File: src/rtl/dm_result_checker_sat_counter.sv
// Saturating up-counter with synchronous clear.
module sat_counter #(
  parameter int unsigned W = 8
) (
  input  logic         clk,
  input  logic         clr,
  input  logic         inc,
  output logic [W-1:0] count
);

  // Clear wins; otherwise count up and stick at all-ones.
  always_ff @(posedge clk) begin
    if (clr) begin
      count <= '0;
    end else if (inc && (count != '1)) begin
      count <= count + W'(1);
    end
  end

endmodule

File: config.mk
export PLATFORM = sky130hd
export DESIGN_NAME = sat_counter
export DESIGN_NICKNAME = d
export VERILOG_FILES = /design/src/rtl/dm_result_checker_sat_counter.sv
export SDC_FILE = /design/constraint.sdc
export NUM_CORES = 1
export LEC_CHECK = 0
export ABC_AREA = 1
export BUFFER_PORTS_ARGS = -buffer_cell sky130_fd_sc_hd__clkbuf_2
export CAP_MARGIN = 5
export CORE_AREA = 2 2 39 41
export CTS_CLUSTER_DIAMETER = 150
export DETAILED_ROUTE_END_ITERATION = 7
export DIE_AREA = 0 0 41 43
export PLACE_DENSITY_LB_ADDON = 0.1
export SYNTH_ARGS = -nofsm -noshare
export SYNTH_HDL_FRONTEND = slang
export SYNTH_SLANG_ARGS = --single-unit
File: constraint.sdc
create_clock -name clk -period 1.5 [get_ports clk]
set_clock_uncertainty 0.15 [all_clocks]
set_input_delay 0.3 -clock clk [delete_from_list [all_inputs] [get_ports clk]]
set_output_delay 0.3 -clock clk [all_outputs]
set_load 0.05 [all_outputs]
==> impl_metrics.yaml, run 1 <==
run_status:
  status: "finished, final reports clean"
global_route:
  grt.total_usage_pct: 16.0
  grt_pass1_wl_um: 1800
  antenna_found_initial: 0
  grt-ovfl-total: 0
  grt_pass1_vias: 420
  grt_max_degree: 13
sta:
  period_needed_ns: 1.39
  setup_tns_ns: 0
  setup_viol: 0
  min_period_over_period_pct: 92.9
  fin_ws_ns: 0.106
  max_freq_mhz: 717
  worst_pin_slew_ns: 0.275
  hold_viol: 0
  relSlewSlack_pct: 81.7
  slew_viol_final: 0
  rsz0062_at_grt: "false"
routing:
  detail-route-antenna-nets: 0
  wl_met1_um: 470
  vias_per_cell: 4.61
  wl_met2_um: 507
  wl_met3_um: 69
  drtIter0Drc: 6
  drtPass1Iterations: 3
  vias: 484
  wire_per_inst_um: 10.2
  drc: 0
  top_layer: "met4"
  wl_um: 1070
synthesis:
  synthCells: 77
  ys_warn_count: 0
  synth.top_cell.area_share_pct: 33.1
  synth_seq_area_share_pct: 33.1
  synth.cell_area_sq_um: 484
  synth.distinct_cells: 15
  ys_top_cells_by_area: "dfxtp_1 (33%), nand2_1 (16%), nor2_1 (12%), nand3_1 (7.2%), inv_1 (7.0%)"
  ys_ff_latch: 8
  synth_fp_nets: 81
  syn_avg_cell_area_sq_um: 6.29
  synth_area_leader_cell: "dfxtp_1"
final_layout:
  seq_area_sq_um: 175
  largest_reg_flops: 8
  fin_util_pct: 42.0
  fin_nets: 94
  drive_gt1_share_pct: 32.6
  final_area_sq_um: 582
  regMostFlops: "count"
  multi_input_area_sq_um: 269
  diodes: 0
  syn2layout_area_growth_pct: 20.2
  fillers: 158
  reg.largest.list: "count x8"
floorplanning:
  num_rows: 14
  fp.dieH_um: 43
  initial_core_util_pct: 35.0
  die_area_sq_um: 1760
  dieWidth_um: 41
  coreArea_sq_um: 1380
  ios: 11
clock_tree:
  ctsResizeCount: 0
  cts-root-buf: "clkbuf_4"
  ctsLongestPathBuffers: 2
  clk_pin_slew_ns: 0.07
  cts-hold-fix-buffers: 0
  post_cts.repair.setup_buffers: 0
  cts_tree: "yes"
  clock_latency_ns: 0.27
  numCtsBuffers: 3
  cts.sinks: 8
  htree_levels: 1
worst_setup_path:
  critPathTopFamily: "flip-flops"
  end_kind: "primary output"
  worstPathArrival_ns: 0.94
  path_class: "reg -> out"
  critPathMaxFanout: 7
  required_ns: 1.05
  path_buf_inv: 1
  cpMaxStageDelayCell: "dfxtp_2"
  max_stage_delay_ns: 0.39
  crit_chain: "clkbuf_2"
  cp-start-kind: "flip-flop"
power:
  swShare_pct: 28.0
  clkPwrFrac_pct: 40.1
  cellLeakagePower_nw: 0.303
  irDropWorstVdd_mv: 0.322
  p_sw_mw: 0.131
  total_power_mw: 0.468
  p_per_area_nw_per_um2: 805
  combPwrFrac_pct: 11.8
  internal-power_mw: 0.337
  pwr-share-seq_pct: 48.1
placed_design:
  placed_cell_area_sq_um: 551
  portBuffers: 10
  pre_cts_slack_ns: 0.123
  dpl.hpwl_um: 813
  gp_congestion: 0.751
run:
  max_cap_viol_count: 0
hold_path:
  hp-class: "in -> reg"
==> kinds of logic after synthesis <==
logic type / count (synthesis) / synth area share, %
and+or+nand+nor: 48 / 44.7
buffers and inverters: 13 / 12.4
DFF: 8 / 33.1
AOI/OAI and AO/OA: 7 / 7.23
adders and majority gates: 1 / 2.58
==> layer usage <==
layer / vias up / GRT usage, %
met5: - / 0
met4: 0 / 6.00
met3: 4 / 9.42
met2: 10 / 23.4
met1: 208 / 18.6
li1: 262 / -
==> synth_stat cells <==
cell and instances:
ha_1 1, dfxtp_1 8, nand2_2 1, o21ai_1 1
inv_2 2, a21oi_1 6, nand3b_2 1, buf_4 1
nor2_2 2, nand3_1 7, nand2_1 20, inv_1 9
buf_6 1, nand3_2 2, nor2_1 15
==> per-stage QoR <==
stage | hold slack, ns | std cells
finish | 0.139 | 105
global route | 0.146 | 105
CTS | 0.139 | 105
detailed placement | 0.306 | 101
global placement | 0.303 | 101
floorplan | 0.307 | 77
==> worst paths after layout <==
path | startpoint | endpoint | slack, ns | depth (start not counted)
worst max-delay path | count[3]$_SDFFE_PP0P_ | count[3] | 0.11 | 1
worst min-delay path | clr | count[2]$_SDFFE_PP0P_ | 0.14 | 4
worst min register to register | count[6]$_SDFFE_PP0P_ | count[6]$_SDFFE_PP0P_ | 0.31 | 2
worst max register to register | count[0]$_SDFFE_PP0P_ | count[6]$_SDFFE_PP0P_ | 0.18 | 6
==> cell type report <==
| type | count | share of cell area [%] |
|---|---|---|
| sequential | 8 | 30.1 |
| multi-input combinational | 56 | 46.2 |
| tap | 16 | 3.44 |
| inverter | 11 | 7.10 |
| timing repair buffer | 10 | 8.60 |
| clock buffer | 4 | 4.52 |
==> cells in the final DEF, fill, tap and decap left out <==
| cell type | n |
|---|---|
| a21oi_1 | 6 |
| clkbuf_1 | 1 |
| clkbuf_2 | 10 |
| clkbuf_4 | 3 |
| dfxtp_2 | 6 |
| dfxtp_4 | 2 |
| ha_1 | 1 |
| inv_1 | 9 |
| inv_2 | 2 |
| nand2_1 | 20 |
| nand2_4 | 1 |
| nand3_1 | 7 |
| nand3_2 | 2 |
| nand3b_2 | 1 |
| nor2_1 | 15 |
| nor2_2 | 2 |
| o21ai_1 | 1 |
==> power groups by stage <==
stage	clock [mW]	sequential [mW]	combinational, mW
final	0.188	0.225	0.0553
after detailed placement	0	0.230	0.0556
after global placement	0	0.230	0.0558
after CTS	0.197	0.225	0.0561
after global routing	0.209	0.227	0.0603
after floorplan	0	0.247	0.0253
(Power assumes the default switching activity.)
==> inputs of run 2 (changes only) <==
--- a/config.mk
+++ b/config.mk
@@ -6,13 +6,14 @@
 export NUM_CORES = 1
 export LEC_CHECK = 0
 export ABC_AREA = 1
-export BUFFER_PORTS_ARGS = -buffer_cell sky130_fd_sc_hd__clkbuf_2
+export BUFFER_PORTS_ARGS = -buffer_cell sky130_fd_sc_hd__buf_2
 export CAP_MARGIN = 5
-export CORE_AREA = 2 2 39 41
+export CORE_AREA = 10 10 47 49
 export CTS_CLUSTER_DIAMETER = 150
 export DETAILED_ROUTE_END_ITERATION = 7
-export DIE_AREA = 0 0 41 43
+export DIE_AREA = 0 0 57 59
 export PLACE_DENSITY_LB_ADDON = 0.1
+export SLEW_MARGIN = 20
 export SYNTH_ARGS = -nofsm -noshare
 export SYNTH_HDL_FRONTEND = slang
 export SYNTH_SLANG_ARGS = --single-unit
==> impl_metrics.yaml, run 2 (synthesized netlist as in run 1, its figures left out) <==
run_status:
  status: "finished, final reports clean"
clock_tree:
  clk_pin_slew_ns: 0.06
  cts_tree: "yes"
  cts-root-buf: "clkbuf_4"
  numCtsBuffers: 3
  cts-hold-fix-buffers: 0
  ctsLongestPathBuffers: 2
  htree_levels: 1
  clock_latency_ns: 0.26
  cts.sinks: 8
  post_cts.repair.setup_buffers: 0
floorplanning:
  dieWidth_um: 57
  coreArea_sq_um: 1400
  ios: 11
  initial_core_util_pct: 34.6
  die_area_sq_um: 3360
  num_rows: 14
  fp.dieH_um: 59
global_route:
  grt_pass1_wl_um: 2010
  grt-ovfl-total: 0
  grt_pass1_vias: 478
  busiest_layer: "met2"
  grt.total_usage_pct: 7.50
  met2_usage_pct: 12.2
  grtUsageMet3_pct: 3.00
  met1_usage_pct: 7.43
  grt_max_degree: 13
  antenna_found_initial: 0
sta:
  hold_viol: 0
  worst_pin_slew_ns: 0.252
  fin_hold_ws_ns: 0.149
  setup_tns_ns: 0
  setup_viol: 0
  relSlewSlack_pct: 83.3
  rsz0062_at_grt: "false"
  slew_viol_final: 0
  period_needed_ns: 1.40
  max_freq_mhz: 715
  min_period_over_period_pct: 93.2
worst_setup_path:
  critPathMaxFanout: 11
  critPathTopFamily: "simple AND/OR/NAND/NOR gates"
  worstPathArrival_ns: 1.40
  regToRegStartpoint: "count[0]$_SDFFE_PP0P_"
  crit_start: "count[0]$_SDFFE_PP0P_"
  cpMaxStageDelayCell: "dfxtp_4"
  cp-start-kind: "flip-flop"
  crit_chain: "ha_1 > nand3_2 > inv_2 > nand2_2 > nand2_1 > o21ai_1 > inv_1"
  path_class: "reg -> reg"
  path_buf_inv: 2
  required_ns: 1.50
  max_stage_delay_ns: 0.36
  end_kind: "flip-flop"
power:
  irDropWorstVdd_mv: 0.406
  cellLeakagePower_nw: 0.293
  p_per_area_nw_per_um2: 778
routing:
  vias: 486
  drtPass1Iterations: 4
  drc: 0
  wl_um: 1150
  drtIter0Drc: 3
  vias_per_cell: 4.67
  detail-route-antenna-nets: 0
  wire_per_inst_um: 11.0
final_layout:
  diodes: 0
  reg.largest.list: "count x8"
  fin_cells: 104
  syn2layout_area_growth_pct: 19.1
  fin_util_pct: 41.2
  largest_reg_flops: 8
  mostFrequentLayoutCells: "nand2_1 (20), nor2_1 (15), buf_2 (10)"
  regMostFlops: "count"
  final_common_cell: "nand2_1"
  drive_gt1_share_pct: 34.1
  fin_nets: 94
placed_design:
  dpl.hpwl_um: 846
  dp.cells: 101
  gp_congestion: 0.749
  portBuffers: 10
hold_path:
  worstHoldStart: "clr"
  hp-class: "in -> reg"
run:
  max_cap_viol_count: 0
-- run 2: power breakdown --
group	total (mW)	switching (mW)	internal, mW
clock	0.169	0.0775	0.0919
combinational	0.0548	0.0380	0.0168
sequential	0.225	0.00718	0.218
total	0.449	0.123	0.326
-- run 2: tightest hold or removal path: stages --
cell     delay [ns]
buf_2          0.09
nor2_1         0.04
o21ai_1        0.06
inv_1          0.04
-- run 2: layout make-up --
type / count / area, sq um
multi-input combinational: 56 / 268
fill: 164 / 825
sequential: 8 / 175
clock buffer: 3 / 22.5
inverter: 11 / 41.3
timing repair buffer: 10 / 50.0
tap: 16 / 20.0
-- run 2: routing by layer --
layer  wire [um]  up-vias
met5           0        -
met4          38        0
met3          84        4
met2         502        9
met1         523      213
li1            -      260
-- run 2: path summary, 6_finish.rpt --
path,to,slack [ns],cells after the start
min,count[2]$_SDFFE_PP0P_,0.15,4
max reg2reg,count[2]$_SDFFE_PP0P_,0.10,7
max,count[2]$_SDFFE_PP0P_,0.10,7
min reg2reg,count[6]$_SDFFE_PP0P_,0.32,2
-- run 2: what timing repair did --
action | in CTS | in global routing
resized for setup | 0 | 1
endpoints found under the setup margin | 0 | 1
hold endpoints to repair | 0 | 0
-- run 2: stage by stage --
step                worst slack (ns)  power [mW]  area, sq um
CTS                           0.0990       0.455          573
global route                 0.00382       0.475          577
global placement               0.150       0.286          551
floorplan                     0.0776       0.272          499
finish                         0.102       0.449          577
detailed placement             0.116       0.286          551
